File: config.mk
export PLATFORM = sky130hd
export DESIGN_NAME = bolge_sched
export DESIGN_NICKNAME = d
export VERILOG_FILES = /design/src/rtl/bolge_sched.sv
export SDC_FILE = /design/constraint.sdc
export NUM_CORES = 1
export LEC_CHECK = 0
export CAP_MARGIN = 25
export CORE_MARGIN = 2
export CORE_UTILIZATION = 49
export DETAILED_ROUTE_END_ITERATION = 8
export PLACE_DENSITY = 0.76
export SLEW_MARGIN = 20
export SYNTH_ARGS = -nofsm -noshare
export SYNTH_HDL_FRONTEND = slang
export SYNTH_SLANG_ARGS = --single-unit
export TNS_END_PERCENT = 20
File: constraint.sdc
create_clock -name clk -period 2.1 [get_ports clk]
set_input_delay 0.315 -clock clk [delete_from_list [all_inputs] [get_ports clk]]
set_output_delay 0.315 -clock clk [all_outputs]
set_load 0.05 [all_outputs]
File: src/rtl/bolge_sched.sv
// Round-robin time-share of the region decoder among four zones; drives registered Y/G/R selects.
// Latency: request seen in IDLE is granted on the next edge; each grant lasts DWELL (+hold) cycles, then GAP guard cycles.
// Backpressure: none; hold stretches the current grant, dropping the granted request releases it early.
module bolge_sched #(
    parameter int DWELL = 8,
    parameter int GAP   = 2
) (
    input  logic       clk,
    input  logic       rst_n,
    input  logic [3:0] req,
    input  logic [1:0] ovr,
    input  logic       hold,
    output logic       y,
    output logic [1:0] g,
    output logic [1:0] r,
    output logic       grant_valid,
    output logic       done
);

    localparam int MAXV = (DWELL > GAP) ? DWELL : GAP;
    localparam int CW   = $clog2(MAXV + 1);
    localparam logic [CW-1:0] DWELL_LD = CW'(DWELL - 1);
    // With no guard gap the GAP state is never entered, so its reload value is irrelevant.
    localparam logic [CW-1:0] GAP_LD   = (GAP > 0) ? CW'(GAP - 1) : '0;
    localparam bit            GAP_EN   = (GAP > 0);

    typedef enum logic [1:0] {
        ST_IDLE,
        ST_GRANT,
        ST_GAP
    } state_t;

    state_t          r_state;
    logic [1:0]      r_ptr;
    logic [CW-1:0]   r_cnt;
    logic            r_y;
    logic [1:0]      r_g;
    logic [1:0]      r_r;
    logic            r_gv;
    logic            r_done;

    logic [1:0]      w_pick;
    logic [1:0]      w_idx;
    logic            w_any;
    logic            w_leave;
    logic            w_gap_end;
    logic            w_post;
    logic            w_enter;
    logic            w_to_idle;

    // Round-robin pick: first requesting zone starting at r_ptr; highest offset is scanned first so the nearest wins.
    always_comb begin
        w_pick = r_ptr;
        w_idx  = r_ptr;
        for (int k = 3; k >= 0; k--) begin
            w_idx = r_ptr + 2'(k);
            if (req[w_idx]) begin
                w_pick = w_idx;
            end
        end
    end

    // Transition decisions; early release outranks hold, hold outranks dwell expiry.
    always_comb begin
        w_any     = |req;
        w_leave   = (r_state == ST_GRANT) && (!req[r_g] || (!hold && (r_cnt == '0)));
        w_gap_end = (r_state == ST_GAP) && (r_cnt == '0);
        // Without a guard gap the post-gap decision happens on the same edge the grant ends.
        w_post    = w_gap_end || (w_leave && !GAP_EN);
        w_enter   = ((r_state == ST_IDLE) || w_post) && w_any;
        w_to_idle = w_post && !w_any;
    end

    // Scheduler FSM with all decoder selects and status outputs registered.
    always_ff @(posedge clk or negedge rst_n) begin
        if (!rst_n) begin
            r_state <= ST_IDLE;
            r_ptr   <= 2'd0;
            r_cnt   <= '0;
            r_y     <= 1'b0;
            r_g     <= 2'd0;
            r_r     <= 2'd0;
            r_gv    <= 1'b0;
            r_done  <= 1'b0;
        end else if (w_enter) begin
            // New grant; done still pulses here when a GAP-less grant ends on this edge.
            r_state <= ST_GRANT;
            r_g     <= w_pick;
            r_r     <= ovr;
            r_y     <= 1'b1;
            r_gv    <= 1'b1;
            r_cnt   <= DWELL_LD;
            r_ptr   <= w_pick + 2'd1;
            r_done  <= w_leave;
        end else if (w_to_idle) begin
            r_state <= ST_IDLE;
            r_y     <= 1'b0;
            r_r     <= 2'd0;
            r_gv    <= 1'b0;
            r_cnt   <= '0;
            r_done  <= w_leave;
        end else if (w_leave) begin
            // Only reachable with a guard gap: y stays high and g keeps the last zone.
            r_state <= ST_GAP;
            r_cnt   <= GAP_LD;
            r_r     <= 2'd0;
            r_gv    <= 1'b0;
            r_done  <= 1'b1;
        end else begin
            r_done <= 1'b0;
            if (((r_state == ST_GRANT) && !hold) || (r_state == ST_GAP)) begin
                r_cnt <= r_cnt - CW'(1);
            end
        end
    end

    assign y           = r_y;
    assign g           = r_g;
    assign r           = r_r;
    assign grant_valid = r_gv;
    assign done        = r_done;

endmodule

# Word level (Yosys, flattened, before mapping)
# Cells that the tools add are included.
[classes]
add_sub_neg = 5
multipliers = 0
div_mod_pow = 0
n_lt_le_gt_ge = 5
eq_ne = 2
shift = 0
n_mux = 32
n_bitwise = 0
n_reduce_logical = 18
[op_table]
columns = ["cell", "count"]
rows = [
  ["two-way mux 2 bit", 10],
  ["two-way mux 4 bit", 4],
  ["less-than comparator 2 x 3 -> 1 bit (second input constant)", 5],
  ["two-way mux 1 bit", 13],
  ["binary-select mux 1 bit (select 2 bit)", 5],
  ["logical AND 1 bit", 6],
  ["adder 2 x 1 -> 2 bit (second input constant)", 2],
  ["adder 2 bit (second input constant)", 2],
  ["logical NOT 4 bit", 1],
  ["nonzero test 4 bit", 1],
  ["OR reduction 4 bit", 1],
  ["subtractor 4 x 1 -> 4 bit (second input constant)", 1],
  ["logical NOT 1 bit", 3],
  ["logical OR 1 bit", 3],
  ["nonzero test 3 bit", 1],
  ["equality test 2 x 1 -> 1 bit (second input constant)", 1],
  ["equality test 2 bit (second input constant)", 1],
  ["logical NOT 2 bit", 1],
  ["nonzero test 2 bit", 1],
]
[word_totals]
register_bits = 15
latchBits = 0
mem_bits_rw = 0
mem_bits_ro = 0
in_bits = 9
elab_cells = 70
n_memories = 0

# Longest topological paths before layout
[depth]
word_depth = 8
ltp_mapped = 8
mapped_depth_nobuf = 7

# Worst setup path before layout
# Ideal clock, no wire load.
[synth_path]
path_kind = "flip-flop to flip-flop"
startpoint = "register r_g[1] (netlist: g[1])"
endpoint = "register r_r[0] (netlist: r[0])"
t_arrival_ns = 1.749
required_ns = 1.979
path_slack_ns = 0.230
path_stages_with_launch = 6
n_path_buf = 0
path_cell_list = "dfrtp_1 -> mux4_2 -> o21ai_2 -> and2b_4 -> nor3_2 -> a22o_1"
[synth_between]
elab_chain_len = 6
[synth_lines]
columns = ["item", "line", "text"]
rows = [
  ["from (decl)", "37", "logic [1:0] r_g;"],
  ["from (signal assigned)", "88", "r_g <= w_pick;"],
  ["binary-select mux 1 bit (select 2 bit)", "66", "w_leave = (r_state == ST_GRANT) && (!req[r_g] || (!hold && (r_cnt == '0)));"],
  ["two-way mux 1 bit (not written as such)", "66", ""],
  ["logical NOT 1 bit", "66", ""],
  ["logical OR 1 bit", "66", ""],
  ["logical AND 1 bit", "66", ""],
  ["named net w_leave", "45", "logic w_leave;"],
  ["nonzero test 3 bit (no source line)", "--", ""],
  ["to (signal assigned)", "89", "r_r <= ovr;"],
  ["to (decl)", "38", "logic [1:0] r_r;"],
]
# The timed path passes the listed nets, and every way through them passes these cells. The select of a mux whose other input is x is not followed.
# A chain may end at the register's enable or synchronous reset.

==> results.md <==
- The HPWL after detailed placement is 1380 um.
- The detailed-routed wire length on met2 is 818 um.
- The end of the worst register-to-register path is r_ptr[0]$_DFFE_PN0P_.
- In this run, synthesis inferred 0 flip-flops with an integrated enable.
- The final layout contains 125 nets.
- Data on the critical path arrives at its endpoint at 1.62 ns.
- The repair_antennas step left the layout with diodes totalling 0.
- The number of buffers on the longest clock path is 2.
- For this block, the via count after detailed routing is 741.
- In the routed layout, each cell is associated on average with a via count of 5.74.
- Setup violations remaining at the end of the flow were counted as 0.
- The TritonCTS buffer count is 3.
- The CTS tree is done.
- For this run, the register share of the synthesized area comes to 0.422.
- The final RePlAce weighted congestion is 0.852.
- The startpoint identified for the worst register-to-register timing path is r_cnt[0]$_DFFE_PN0P_.
- The number of storage elements in the synthesis netlist is 14.
- Yosys attributes the largest share of cell area to sky130_fd_sc_hd__dfrtp_1 (42%), sky130_fd_sc_hd__o21ai_0 (4.2%), sky130_fd_sc_hd__nand2b_1 (3.8%).
- The areal power density over the cells is 1460 nW/um^2.
- The die covers 2040 um^2.
- Once routing completed, OpenROAD measured the worst setup slack at 0.170 ns.
- The number of global-route vias before repair was 669.
- Among all flip-flop cells after synthesis, the most frequent one is sky130_fd_sc_hd__dfrtp_1.
- Timing analysis after detailed placement gives a worst setup slack of 0.140 ns.
- Setup repair after global routing left no endpoint under its margin.
- From left edge to right edge, the die measures 45.2 um.
- The gate count after technology mapping is 89.
- The highest layer touched by signal routing is met4.
- At the pin with the least slew margin, the transition time is 0.583 ns.
- After detailed routing, the number of remaining DRC violations is 0.
- The number of slew-limit violations in the final report was 0.
- The initial utilization of the core area, before any placement, comes to 0.539.
- STA classifies the critical path endpoint as an output port.
- For the worst-skew pair, the clock arrives at the later sink with an insertion delay of 0.28 ns.
- Summed over all cells, the static leakage comes to 0.464 nW.
- Along the worst path, the maximum fanout reaches 8.
- The worst setup path is launched from a register.
- Broken down by cell family, the worst path's largest delay share belongs to buffers and inverters.
- Clock-pin slew was measured on the worst setup and hold paths at 0.09 ns.
- The first-pass detailed-route iteration total is 5.
- The first-pass GRT wire length is 2940 um.
- In the final layout, the share of cells above drive strength 1 is 0.177.
- Buffers placed on the I/O ports in this run total 15.
- The deepest level of the CTS H-tree is 1.
- The signal on the critical path passes through clkdlybuf4s50_1.
- Summing every instance area after synthesis gives 831 um^2.
- The cts-stage hold buffer count is 0.
- Timing would allow up to 518 MHz.
- The number of filler instances in the final layout is 113.
- The iteration-0 DRC count of the detailed router is 13.
- The number of buffers added for setup after CTS is 0.
- The flow ran to the end, and the final reports show no timing, DRC or antenna violations.
- Once placement completed, the tool counted placed cells totaling 125.
- The setup path with the least slack is of type register to output port.
- The site row count is 14.
- The remaining global-route overflow is 0.
- The final-layout setup total negative slack is 0 ns.
- The number of cells on the worst reg-to-reg path is 7.
- The largest net degree at the start of global routing is 15.
- For this run, the total global-route usage over all layers was measured as 0.209.
- 16 I/O pins were placed.
- The share of flip-flops with an asynchronous set or reset is 1.00.
- The average detailed-routed wire length per instance is 13.8 um.
- The detail route stage leaves a number of antenna-violating nets equal to 0.
- Measured along the y axis, the die boundary spans 45.2 um.
- For flop-to-flop paths, the worst setup slack is 0.21 ns.
- The final clock period utilization by the worst path is 0.919.
- The number of distinct library cells after synthesis is 33.
- For this run, the number of Yosys warnings is 0.
- The initial antenna violation count was 0.
- CTS saw 14 sinks.
- Gates resized during post-CTS repair numbered 0.
- The required time reported for the critical path endpoint is 1.78 ns.
- For this block, wires on met1 add up to 858 um.
- The post-layout minimum cycle time is 1.93 ns.
- Averaged over all synthesized cells, the footprint is 9.33 um^2.
- The delay of the slowest cell on the worst path is 0.85 ns.
- The tree is rooted in a sky130_fd_sc_hd__clkbuf_4.
- The utilization after layout is 0.701.
- The non-filler instance count after layout is 129.
- Together, buffers and inverters on the worst path number 1.
- Overall power consumption after layout is estimated at 1.58 mW.
- By instance count, the leading cell after synthesis is sky130_fd_sc_hd__dfrtp_1.
- The worst ir drop on vdd is 1.04 mV.
- When the netlist entered floorplanning its net count stood at 100.
- The area overhead of the layout relative to synthesis is 30.1%.
- On the critical path, the stage with the largest delay is an instance of sky130_fd_sc_hd__clkdlybuf4s50_1.
- The commonest cells after synthesis are sky130_fd_sc_hd__dfrtp_1 (14), sky130_fd_sc_hd__nand2_1 (8), sky130_fd_sc_hd__o21ai_0 (7), sky130_fd_sc_hd__inv_1 (6).
- The detailed-route wire length is 1780 um.
- The total length of routed met3 wires is 72 um.
- Summed over all instances, the cell type with the most area after synthesis is sky130_fd_sc_hd__dfrtp_1.
- The final hold violation count is 0.
- The worst hold path belongs to the class input port to asynchronous set/reset pin.
- The max-cap violation count is 0.
- Of the post-synthesis cell area, the dominant cell type holds 0.422.
- The worst pin sits at a relative slew slack of 0.610.
- The placeable core region is 1540 um^2.
- Across the routed clock network, the largest skew measured is 0.00233 ns.
[flip-flops by register name (all words and copies together), names as in the netlist]
| signal | flops |
|---|---|
| r_state | 2 |
| r_cnt | 4 |
| done | 1 |
| y | 1 |
| g | 2 |
| r | 2 |
| r_ptr | 2 |
[stage by stage]
stage	instance area, um^2	hold slack [ns]
detailed placement	1040	0.496
CTS	1080	0.415
global placement	1040	0.490
global route	1080	0.444
floorplan	831	0.0194
finish	1080	0.393
[layout make-up]
cell class | instances | area, um^2 | area share
Multi-Input combinational cell | 67 | 449 | 0.416
Sequential cell | 14 | 350 | 0.324
Timing Repair Buffer | 22 | 203 | 0.187
Clock buffer | 4 | 36.3 | 0.0336
Inverter | 6 | 22.5 | 0.0208
Tap cell | 16 | 20.0 | 0.0185
[metal layers]
layer  GRT usage  vias to the layer above
met5           0                        -
met4      0.0882                        0
met3      0.0600                        4
met2       0.311                       19
met1       0.284                      351
li1            -                      367
[cells in the final DEF (no fill, tap or decap), types with 2 or more instances in the layout]
cell type / n
sky130_fd_sc_hd__a21oi_1: 4
sky130_fd_sc_hd__a22o_1: 2
sky130_fd_sc_hd__buf_4: 7
sky130_fd_sc_hd__clkbuf_4: 3
sky130_fd_sc_hd__clkdlybuf4s50_1: 15
sky130_fd_sc_hd__dfrtp_1: 14
sky130_fd_sc_hd__ha_1: 2
sky130_fd_sc_hd__inv_1: 6
sky130_fd_sc_hd__nand2_1: 8
sky130_fd_sc_hd__nand2b_1: 5
sky130_fd_sc_hd__nor2_1: 5
sky130_fd_sc_hd__nor2b_1: 4
sky130_fd_sc_hd__nor3_1: 3
sky130_fd_sc_hd__nor4_1: 2
sky130_fd_sc_hd__o211ai_1: 4
sky130_fd_sc_hd__o21ai_0: 7
sky130_fd_sc_hd__o21ai_1: 3
sky130_fd_sc_hd__xor2_1: 2
[worst max-delay path by stage]
stage / startpoint / endpoint / slack (ns) / cells past startpoint
2_1_floorplan: g[1]$_DFFE_PN0P_ / r[0]$_DFFE_PN0P_ / 0.23 / 5
3_3_place_gp: req[1] / r_cnt[2]$_DFFE_PN0P_ / 0.16 / 7
3_5_place_dp: req[3] / r[1]$_DFFE_PN0P_ / 0.14 / 6
4_1_cts: r_state[0]$_DFFE_PN0P_ / grant_valid / 0.17 / 1
5_1_grt: r_state[0]$_DFFE_PN0P_ / grant_valid / 0.13 / 1
6_report: r_state[0]$_DFFE_PN0P_ / grant_valid / 0.17 / 1
[power breakdown]
| group | leakage, nW | internal [mW] | switching [mW] |
|---|---|---|---|
| logic | 0.276 | 0.366 | 0.496 |
| clock network | 0.0210 | 0.106 | 0.0912 |
| registers | 0.167 | 0.391 | 0.128 |
| total | 0.464 | 0.862 | 0.715 |
[cells by family after synthesis]
logic type      share of synthesized area
flops                               0.422
simple gates                        0.244
buf+inv                            0.0376
fa+ha+maj                          0.0301
compound gates                      0.205
xor+xnor                           0.0211
mux                                0.0407
No activity file was read; power rests on OpenSTA's default activity.
